**config.mk**
```make
export PLATFORM = sky130hd
export DESIGN_NAME = regfile_debug_ctrl
export DESIGN_NICKNAME = d
export VERILOG_FILES = /design/src/rtl/regfile_debug_ctrl.sv
export SDC_FILE = /design/constraint.sdc
export NUM_CORES = 1
export LEC_CHECK = 0
export CORE_AREA = 2 2 105 107
export DETAILED_ROUTE_END_ITERATION = 6
export DIE_AREA = 0 0 107 109
export DONT_BUFFER_PORTS = 1
export PLACE_DENSITY = 0.52
export SLEW_MARGIN = 30
export SYNTH_ARGS = -nofsm -noshare
export SYNTH_HDL_FRONTEND = slang
export SYNTH_SLANG_ARGS = --single-unit
```
**constraint.sdc**
```tcl
create_clock -name clk -period 2.3 [get_ports clk]
set_clock_uncertainty 0.1 [all_clocks]
set_input_delay 0.115 -clock clk [delete_from_list [all_inputs] [get_ports clk]]
set_output_delay 0.115 -clock clk [all_outputs]
set_load 0.005 [all_outputs]
```
**src/rtl/regfile_debug_ctrl.sv**
```systemverilog
// rtl/regfile_debug_ctrl.sv - debug halt/resume sequencer with register-file access port
// Drains and stops the core, then serves valid/ready register reads and writes.
module regfile_debug_ctrl #(
  parameter int DATA_W       = 32,
  parameter int ADDR_W       = 5,
  parameter int HALT_TIMEOUT = 256
) (
  input  logic              clk,
  input  logic              reset,
  input  logic              run_en,
  output logic              core_run,
  output logic              core_halt_req,
  input  logic              core_idle,
  input  logic              dbg_halt_req,
  input  logic              dbg_resume_req,
  output logic              dbg_halted,
  output logic              dbg_halt_err,
  input  logic              dbg_req_valid,
  output logic              dbg_req_ready,
  input  logic              dbg_req_we,
  input  logic [ADDR_W-1:0] dbg_req_addr,
  input  logic [DATA_W-1:0] dbg_req_wdata,
  output logic              dbg_rsp_valid,
  input  logic              dbg_rsp_ready,
  output logic [DATA_W-1:0] dbg_rsp_rdata,
  output logic              dbg_rsp_err,
  output logic              rf_dbg_sel,
  output logic              rf_run,
  output logic [ADDR_W-1:0] rf_raddr,
  input  logic [DATA_W-1:0] rf_rdata,
  output logic              rf_we,
  output logic [ADDR_W-1:0] rf_waddr,
  output logic [DATA_W-1:0] rf_wdata
);

  localparam int CNT_W = $clog2(HALT_TIMEOUT + 1);

  typedef enum logic [2:0] {RUNNING, HALTING, HALTED, ACCESS, RESPOND} state_t;

  state_t              state;
  logic [CNT_W-1:0]    halt_cnt;
  logic                halt_err;
  logic                pending_resume;
  logic                req_we;
  logic [ADDR_W-1:0]   req_addr;
  logic [DATA_W-1:0]   req_wdata;
  logic [DATA_W-1:0]   rsp_rdata;
  logic                rsp_err;
  logic                in_access;

  always_ff @(posedge clk) begin
    if (!reset) begin
      state          <= RUNNING;
      halt_cnt       <= '0;
      halt_err       <= 1'b0;
      pending_resume <= 1'b0;
      req_we         <= 1'b0;
      req_addr       <= '0;
      req_wdata      <= '0;
      rsp_rdata      <= '0;
      rsp_err        <= 1'b0;
    end else begin
      case (state)
        RUNNING: begin
          if (dbg_halt_req) begin
            state    <= HALTING;
            halt_err <= 1'b0;
            halt_cnt <= '0;
          end
        end
        HALTING: begin
          // An idle core on the last counted cycle still halts cleanly.
          if (core_idle) begin
            state <= HALTED;
          end else if (halt_cnt == CNT_W'(HALT_TIMEOUT - 1)) begin
            state    <= RUNNING;
            halt_err <= 1'b1;
          end else begin
            halt_cnt <= halt_cnt + 1'b1;
          end
        end
        HALTED: begin
          if (dbg_req_valid) begin
            state     <= ACCESS;
            req_we    <= dbg_req_we;
            req_addr  <= dbg_req_addr;
            req_wdata <= dbg_req_wdata;
            if (dbg_resume_req) pending_resume <= 1'b1;
          end else if (dbg_resume_req || pending_resume) begin
            state          <= RUNNING;
            pending_resume <= 1'b0;
          end
        end
        ACCESS: begin
          state     <= RESPOND;
          rsp_err   <= req_we && (req_addr == '0);
          rsp_rdata <= (!req_we && (req_addr != '0)) ? rf_rdata : '0;
          if (dbg_resume_req) pending_resume <= 1'b1;
        end
        RESPOND: begin
          if (dbg_resume_req) pending_resume <= 1'b1;
          if (dbg_rsp_ready) state <= HALTED;
        end
        default: state <= RUNNING;
      endcase
    end
  end

  assign in_access     = (state == ACCESS);
  assign core_run      = run_en && ((state == RUNNING) || (state == HALTING));
  assign core_halt_req = (state == HALTING);
  assign rf_dbg_sel    = (state == HALTED) || (state == ACCESS) || (state == RESPOND);
  assign dbg_halted    = rf_dbg_sel;
  assign dbg_halt_err  = halt_err;
  assign dbg_req_ready = (state == HALTED);
  assign dbg_rsp_valid = (state == RESPOND);
  assign dbg_rsp_rdata = rsp_rdata;
  assign dbg_rsp_err   = rsp_err;

  // x0 is hardwired, so a write there never reaches the register file.
  assign rf_we    = in_access && req_we && (req_addr != '0);
  assign rf_run   = rf_we;
  assign rf_raddr = in_access ? req_addr : '0;
  assign rf_waddr = in_access ? req_addr : '0;
  assign rf_wdata = in_access ? req_wdata : '0;

endmodule

```
### Word-level counts from Yosys, hierarchy flattened

Index checks and enable logic that the tools add are counted.

| operators by class | value |
|---|---|
| multiply operators | 0 |
| divide/modulo/power cells | 0 |
| multiplexer cells | 22 |
| shifts and indexed selects | 0 |
| magnitude comparators | 0 |
| equality and inequality tests | 12 |
| bitwise operators | 0 |
| reduce and logical (&&, ||, !) cells | 21 |
| $add $sub $neg | 1 |

Operators by type and width:

| kind | number |
|---|---|
| 2-to-1 mux 32 bit | 2 |
| 2-to-1 mux 9 bit | 3 |
| 2-to-1 mux 3 bit | 6 |
| case mux 9 bit (2 select lines) | 1 |
| case mux 3 bit (5 select lines) | 1 |
| AND reduction 4 bit | 3 |
| adder 9 x 1 -> 9 bit (second input constant) | 1 |
| == test 9 x 8 -> 1 bit (second input constant) | 1 |
| == test 3 x 2 -> 1 bit (second input constant) | 2 |
| 2-to-1 mux 1 bit | 6 |
| != test 2 bit (second input constant) | 3 |
| logical AND 1 bit | 5 |
| zero test 5 bit | 1 |
| 2-to-1 mux 5 bit | 1 |
| nonzero test 5 bit | 1 |
| logical OR 1 bit | 4 |
| != test 2 x 1 -> 1 bit (second input constant) | 2 |
| case mux 1 bit (2 select lines) | 2 |
| AND reduction 2 bit | 2 |
| nonzero test 2 bit | 2 |
| == test 3 x 1 -> 1 bit (second input constant) | 1 |
| == test 3 bit (second input constant) | 1 |
| zero test 3 bit | 1 |
| != test 3 x 1 -> 1 bit (second input constant) | 1 |
| other kinds (3) | 3 |

| storage, ports and cells | value |
|---|---|
| register bits after elaboration | 85 |
| RAM bits | 0 |
| ROM bits | 0 |
| output and inout port bits | 84 |
| bits in latches | 0 |
| memories | 0 |
| input port bits | 78 |

### Depth between registers and ports, before layout

Gate-level depths: netlist (run 1).

| depth | value |
|---|---|
| depth in word-level cells | 4 |
| mapped depth | 8 |
| depth with buffers taken out | 7 |

### Least setup slack after synthesis (run 1)

OpenSTA, ideal clock, no wires.

| timing | value |
|---|---|
| kind | reg2reg |
| start | register halt_cnt[0] |
| end | register halt_cnt[3] |
| library setup time | 91 ps |
| arrival | 1763 ps |
| cell stages (with the launch flop) | 9 |
| slack | 346 ps |
| clock period less this slack | 1954 ps |
| cell sequence | dfxtp_1 > ha_1 > nand3_1 > nor2_1 > ha_1 > or2_2 > clkbuf_1 > o31a_1 > a311oi_1 |

| on the way | value |
|---|---|
| word-level cells in the longest chain between the ends | 4 |
| elaborated cells between the ends (all ways) | 7 |
| classes of those cells | 1 x add/sub; 2 x eq/ne; 3 x mux; 1 x reduce/logical |

RTL lines:

| element | line | RTL |
|---|---|---|
| from (decl) | 41 | `logic [CNT_W-1:0] halt_cnt;` |
| from (signal assigned) | 79 | `halt_cnt <= halt_cnt + 1'b1;` |
| adder 9 x 1 -> 9 bit | 79 |  |
| 2-to-1 mux 9 bit | 75 | `end else if (halt_cnt == CNT_W'(HALT_TIMEOUT - 1)) begin` |
| 2-to-1 mux 9 bit | 73 | `if (core_idle) begin` |
| case mux 9 bit (2 select lines) | 63 | `case (state)` |

Parallel ways exist; a longest one is shown, timed or not. The select of a mux whose other input is x is not followed.
A chain may end at the register's enable or synchronous reset.

### Worst setup path in the final report (run 1)

| timing | value |
|---|---|
| start | register req_addr[1] |
| end | output port rf_run |

| on the way | value |
|---|---|
| word-level cells in the longest chain between the ends | 2 |

RTL lines:

| element | line | RTL |
|---|---|---|
| from (decl) | 45 | `logic [ADDR_W-1:0] req_addr;` |
| from (signal assigned) | 86 | `req_addr <= dbg_req_addr;` |
| nonzero test 5 bit | 121 | `assign rf_we = in_access && req_we && (req_addr != '0);` |
| logical AND 1 bit | 121 |  |
| to (decl) | 28 | `output logic rf_run,` |

Every way passes these cells.

==> flow_metrics.tcl, run 1 <==
set metrics [dict create \
    path_cells "or4_1 > buf_4 > nor2_1 > nor3_1 > buf_4" \
    fin_crit_sh 0.927 \
    cts_tree "done" \
    synth-seq-cells 85 \
    status "complete, no violations" \
    finalSetupViolCount 0 \
    synth_edf_count 0 \
    maxCapViolations 0 \
    drcViolationCount 0 \
    min_period_ps 2130 \
    dp_hpwl_um 7050 \
    synth_top_flop_cell "dfxtp_1" \
    core_um2 10600 \
    synthAdderAreaFrac 0.00611 \
    yosys_warnings 0 \
    ant_nets 0 \
    p_per_area_nw_per_um2 613 \
    via_count 3707 \
    htree_levels 3 \
    clock_latency_ps 360 \
    overflow 0 \
    min_path_type "input pin to register" \
    cp_max_fo 33 \
    die_y_um 109 \
    clkSinkCount 85 \
    hold_viol 0 \
    fin_cells 680 \
    p_total_mw 3.02 \
    synthCells 515 \
    grt_start_max_net_pins 39 \
    dieArea_um2 11700 \
    final_util 0.464 \
    synthesis.nets 595 \
    fp.dieW_um 107 \
    netlist_area_um2 4100 \
    ir_drop_mv 0.316 \
    final_nets 615 \
    synth_top_family_by_area "simple AND/OR/NAND/NOR gates" \
    synth.area.top_cells "dfxtp_1 (42%), nand2_1 (11%), a21oi_1 (9.2%), and4b_1 (7.8%), o211ai_1 (6.2%)" \
    place_congestion 0.797 \
    grt_pass1_vias 3399 \
    antenna_found_initial 0 \
    io_pins 162 \
    setup_tns_ps 0 \
    final_max_slew_viol_count 0 \
    ys_async_sr_fraction 0 \
    initial_core_util 0.386 \
    drt-initial-drc-count 225 \
    yosysTopAreaCell "dfxtp_1" \
    cp.arrival_ps 1920 \
    slowest_delay_ps 610 \
    via_per_inst 5.45 \
    clk_root_buffer_cell "clkbuf_8" \
    max_clock_freq_ghz 0.469 \
    synth.distinct_cells 44 \
    clk_pin_slew_ps 100 \
    cts_buffer_depth 2 \
    seq_area_frac_synth 0.415 \
    end_kind "output pin" \
    crit_top_cell "buf_4" \
    worst_slew_pin_slew_ps 630 \
    cp.required_ps 2090 \
    start_kind "register" \
    drive_above_1_share 0.0759 \
    yosys.area_share.simple 0.318 \
    grtUsageTotal 0.183 \
    wl_per_cell_um 16.4 \
    yosysMostFrequentCell "nand2_1" \
    numCtsBuffers 9 \
    rows 38 \
    maxSlewHeadroom 0.579 \
    io_buffers 0 \
    p_leak_nw 1.71 \
    yosys.area.top_type_share 0.415 \
    wl_um 11200 \
    dr.pass1.iters 4 \
    antennaDiodeCount 0 \
    yosys-top-cells-count "nand2_1 (115), dfxtp_1 (85), a21oi_1 (75), clkbuf_1 (43), and2_1 (39)" \
    synth_compound_area_frac 0.179 \
    syn_area_per_cell_um2 7.96 \
    synth-xor-area-share 0 \
    grt_pass1_wl_um 17100 \
    crit_type "register to output pin" \
    muxShareOfSynthArea 0.00977 \
    slowest_stage "or4_1" \
    areaGrowthSynthToFinish_pct 20.0 \
    hold-worst-slack_ps 23.4 \
    place_inst 613 \
    rsz0062_at_grt "false" \
]
-- repair_timing --
item | in CTS | in global routing
endpoints found under the setup margin | 0 | 44
endpoints found under the hold margin | 54 | 0
hold buffers | 49 | 0
gates resized for setup | 0 | 1
buffers inserted | 0 | 2
-- registers in the layout, indices dropped and copies added (netlist names) --
signal,flops
req_we,1
state,3
dbg_rsp_rdata,32
halt_cnt,9
req_wdata,32
dbg_halt_err,1
pending_resume,1
dbg_rsp_err,1
req_addr,5
-- final timing paths --
check	slack, ps	start	depth (start not counted)	endpoint
worst min register to register	350	req_wdata[27]	2	req_wdata[27]
worst max-delay path	170	req_addr[1]	5	rf_run
worst min-delay path	20	rf_rdata[13]	3	dbg_rsp_rdata[13]
worst max register to register	170	state[2]	4	state[2]
-- worst max-delay path, delay by kind of cell, from the launching register on --
| family | cells | cell delay [ps] |
|---|---|---|
| DFF | 1 | 330 |
| and+or+nand+nor | 3 | 780 |
| buffers and inverters | 2 | 450 |
-- power breakdown --
group	switching, mW	internal (mW)
sequential	0.0128	1.48
clock	0.571	0.729
combinational	0.120	0.0985
-- metal layers --
metal / GRT usage / share of wire / vias to the layer above
li1: - / - / 1831
met5: 0 / 0 / -
met4: 0.0640 / 0.013 / 0
met1: 0.231 / 0.45 / 1737
met2: 0.306 / 0.47 / 124
met3: 0.0466 / 0.060 / 15
-- per-stage QoR --
step           instance area (um2)  setup WS (ps)
2_1_floorplan                 4100            346
3_3_place_gp                  4170            350
3_5_place_dp                  4170            322
4_1_cts                       4900           2.41
5_1_grt                       4920           27.7
6_report                      4920            167
-- layout by cell type, fill, tap and decap left out, drive strengths merged, types with 3 or more instances in the layout --
cell type,netlist,layout
a21oi,75,75
and2,39,39
and4b,32,32
buf,16,19
bufinv,0,3
clkbuf,43,9
clkinv,2,4
dfxtp,85,85
dlygate4sd3,0,49
inv,7,9
mux2i,4,4
nand2,115,115
nand3,9,9
nand3b,5,5
nor2,7,7
nor3,3,3
nor4,3,3
o211ai,34,34
o21ai,4,4
or3,3,3
-- layout make-up --
cell class / instances / area, um2
well taps: 140 / 175
fillers: 1013 / 5690
multi-input cells: 362 / 2100
clock buffers: 9 / 124
flip-flops and latches: 85 / 1700
clock inverters: 7 / 121
repair buffers: 68 / 658
inverters: 9 / 33.8
-- logic make-up (layout without fill, tap and decap cells) --
kind of cell               after synthesis  in the layout
buffers and inverters                   68             93
and+or+nand+nor                        233            233
muxes                                    4              4
DFF                                     85             85
adders and majority gates                2              2
AOI/OAI and AO/OA                      123            123
No activity file was read; power rests on OpenSTA's default activity.
==> run 2, diff against run 1 <==
CORE_AREA = 2 2 117 96   (was 2 2 105 107)
DIE_AREA = 0 0 119 98   (was 0 0 107 109)
==> run 2 against run 1 <==
Global-route usage increased by 0.58 points. Critical path depth is the same. Clock power rose by 37%. Combinational power barely moved. Utilization up 1.4 points. Register-to-register slack improved by 50 ps.
==> flow_metrics.tcl, run 2 (synthesis gave the netlist of run 1 again) <==
set metrics [dict create \
    status "complete, no violations" \
    via_per_inst 5.36 \
    end_kind "output pin" \
    wl_um 11100 \
    fin_crit_sh 0.909 \
    grt_start_max_net_pins 39 \
    max_clock_freq_ghz 0.478 \
    rsz0062_at_grt "false" \
    numCtsBuffers 9 \
    rows 34 \
    drive_above_1_share 0.0866 \
    clk_pin_slew_ps 60 \
    start_kind "register" \
    final_util 0.478 \
    initial_core_util 0.387 \
    dr.pass1.iters 4 \
    maxSlewHeadroom 0.638 \
    final_common_cell "nand2_1" \
    htree_levels 3 \
    p_leak_nw 1.78 \
    clk_root_buffer_cell "clkbuf_16" \
    nFillCells 1068 \
    worst_slew_pin_slew_ps 542 \
    ir_drop_mv 0.605 \
    setup_tns_ps 0 \
    grt_pass1_wl_um 17900 \
    cp_max_fo 38 \
    cts_buffer_depth 2 \
    overflow 0 \
    io_buffers 0 \
    place_congestion 0.826 \
    via_count 3685 \
    fp.dieW_um 119 \
    areaGrowthSynthToFinish_pct 23.5 \
    min_period_ps 2090 \
    cp.arrival_ps 1880 \
    grtUsageTotal 0.189 \
    final_nets 618 \
    grt_pass1_vias 3451 \
    ant_nets 0 \
    maxCapViolations 0 \
    io_pins 162 \
    antenna_found_initial 0 \
    drt-initial-drc-count 177 \
    dp_hpwl_um 7570 \
    wl_per_cell_um 16.2 \
    most-common-layout-cells "nand2_1 (115), dfxtp_1 (85), a21oi_1 (75), dlygate4sd3_1 (45), and2_1 (39)" \
    core_um2 10600 \
    clock_latency_ps 330 \
    cp.required_ps 2090 \
    antennaDiodeCount 0 \
    cts_tree "done" \
    clkSinkCount 85 \
    final_max_slew_viol_count 0 \
    hold_viol 0 \
    drcViolationCount 0 \
    crit_type "register to output pin" \
    finalSetupViolCount 0 \
    hold-worst-slack_ps 27.0 \
    die_y_um 98 \
    dieArea_um2 11700 \
    p_per_area_nw_per_um2 692 \
    min_path_type "input pin to register" \
]
## run 2: cell count changes in the layout (fill, tap and decap cells not counted), sizes merged
cell,change
clkbuf,+1
bufinv,+1
inv,-2
dlygate4sd3,-4
buf,+7
## run 2: metrics by stage
stage / power (mW) / worst slack [ps] / instance area (um2) / instances
6_report: 3.50 / 210 / 5060 / 687
2_1_floorplan: 1.64 / 346 / 4100 / 515
5_1_grt: 3.63 / 43.9 / 5060 / 687
4_1_cts: 3.56 / 52.1 / 5030 / 685
3_3_place_gp: 1.68 / 349 / 4200 / 624
3_5_place_dp: 1.68 / 285 / 4200 / 624
## run 2: worst paths after layout
path                                     from  depth (start not counted)  slack [ps]            end
worst max-delay path                 state[1]                          5         210         rf_run
worst min-delay path             dbg_halt_req                          3          30       state[1]
worst max register to register       state[1]                          5         220       state[1]
worst min register to register  req_wdata[24]                          2         350  req_wdata[24]
## run 2: routing by layer
metal | GRT usage | wire (um)
met5 | 0 | 0
met4 | 0.0604 | 199
met3 | 0.0625 | 678
met2 | 0.296 | 5050
met1 | 0.247 | 5190
## run 2: layout make-up
class	instances	area, um2	area share
Multi-Input combinational cell	362	2110	0.417
Sequential cell	85	1700	0.336
Timing Repair Buffer	71	662	0.131
Clock buffer	10	239	0.0472
Tap cell	144	180	0.0356
Clock inverter	6	134	0.0265
Inverter	9	33.8	0.00668
## run 2: critical path, stage by stage (launching register included)
cell,delay (ps)
dfxtp_1,480
buf_6,290
nand3b_1,140
buf_4,240
nor3_1,220
buf_4,160
## run 2: what timing repair did
| action | 4_1_cts | 5_1_grt |
|---|---|---|
| endpoints found under the hold margin | 50 | 0 |
| hold buffers | 45 | 0 |
| resized for setup | 0 | 1 |
| setup buffers | 0 | 2 |
| endpoints found under the setup margin | 0 | 27 |
## run 2: report_power, final
part           total (mW)  internal (mW)  leakage (nW)  switching, mW
Clock                1.78           1.20         0.183          0.583
Combinational       0.222         0.0975         0.915          0.125
Sequential           1.49           1.48         0.685        0.00991
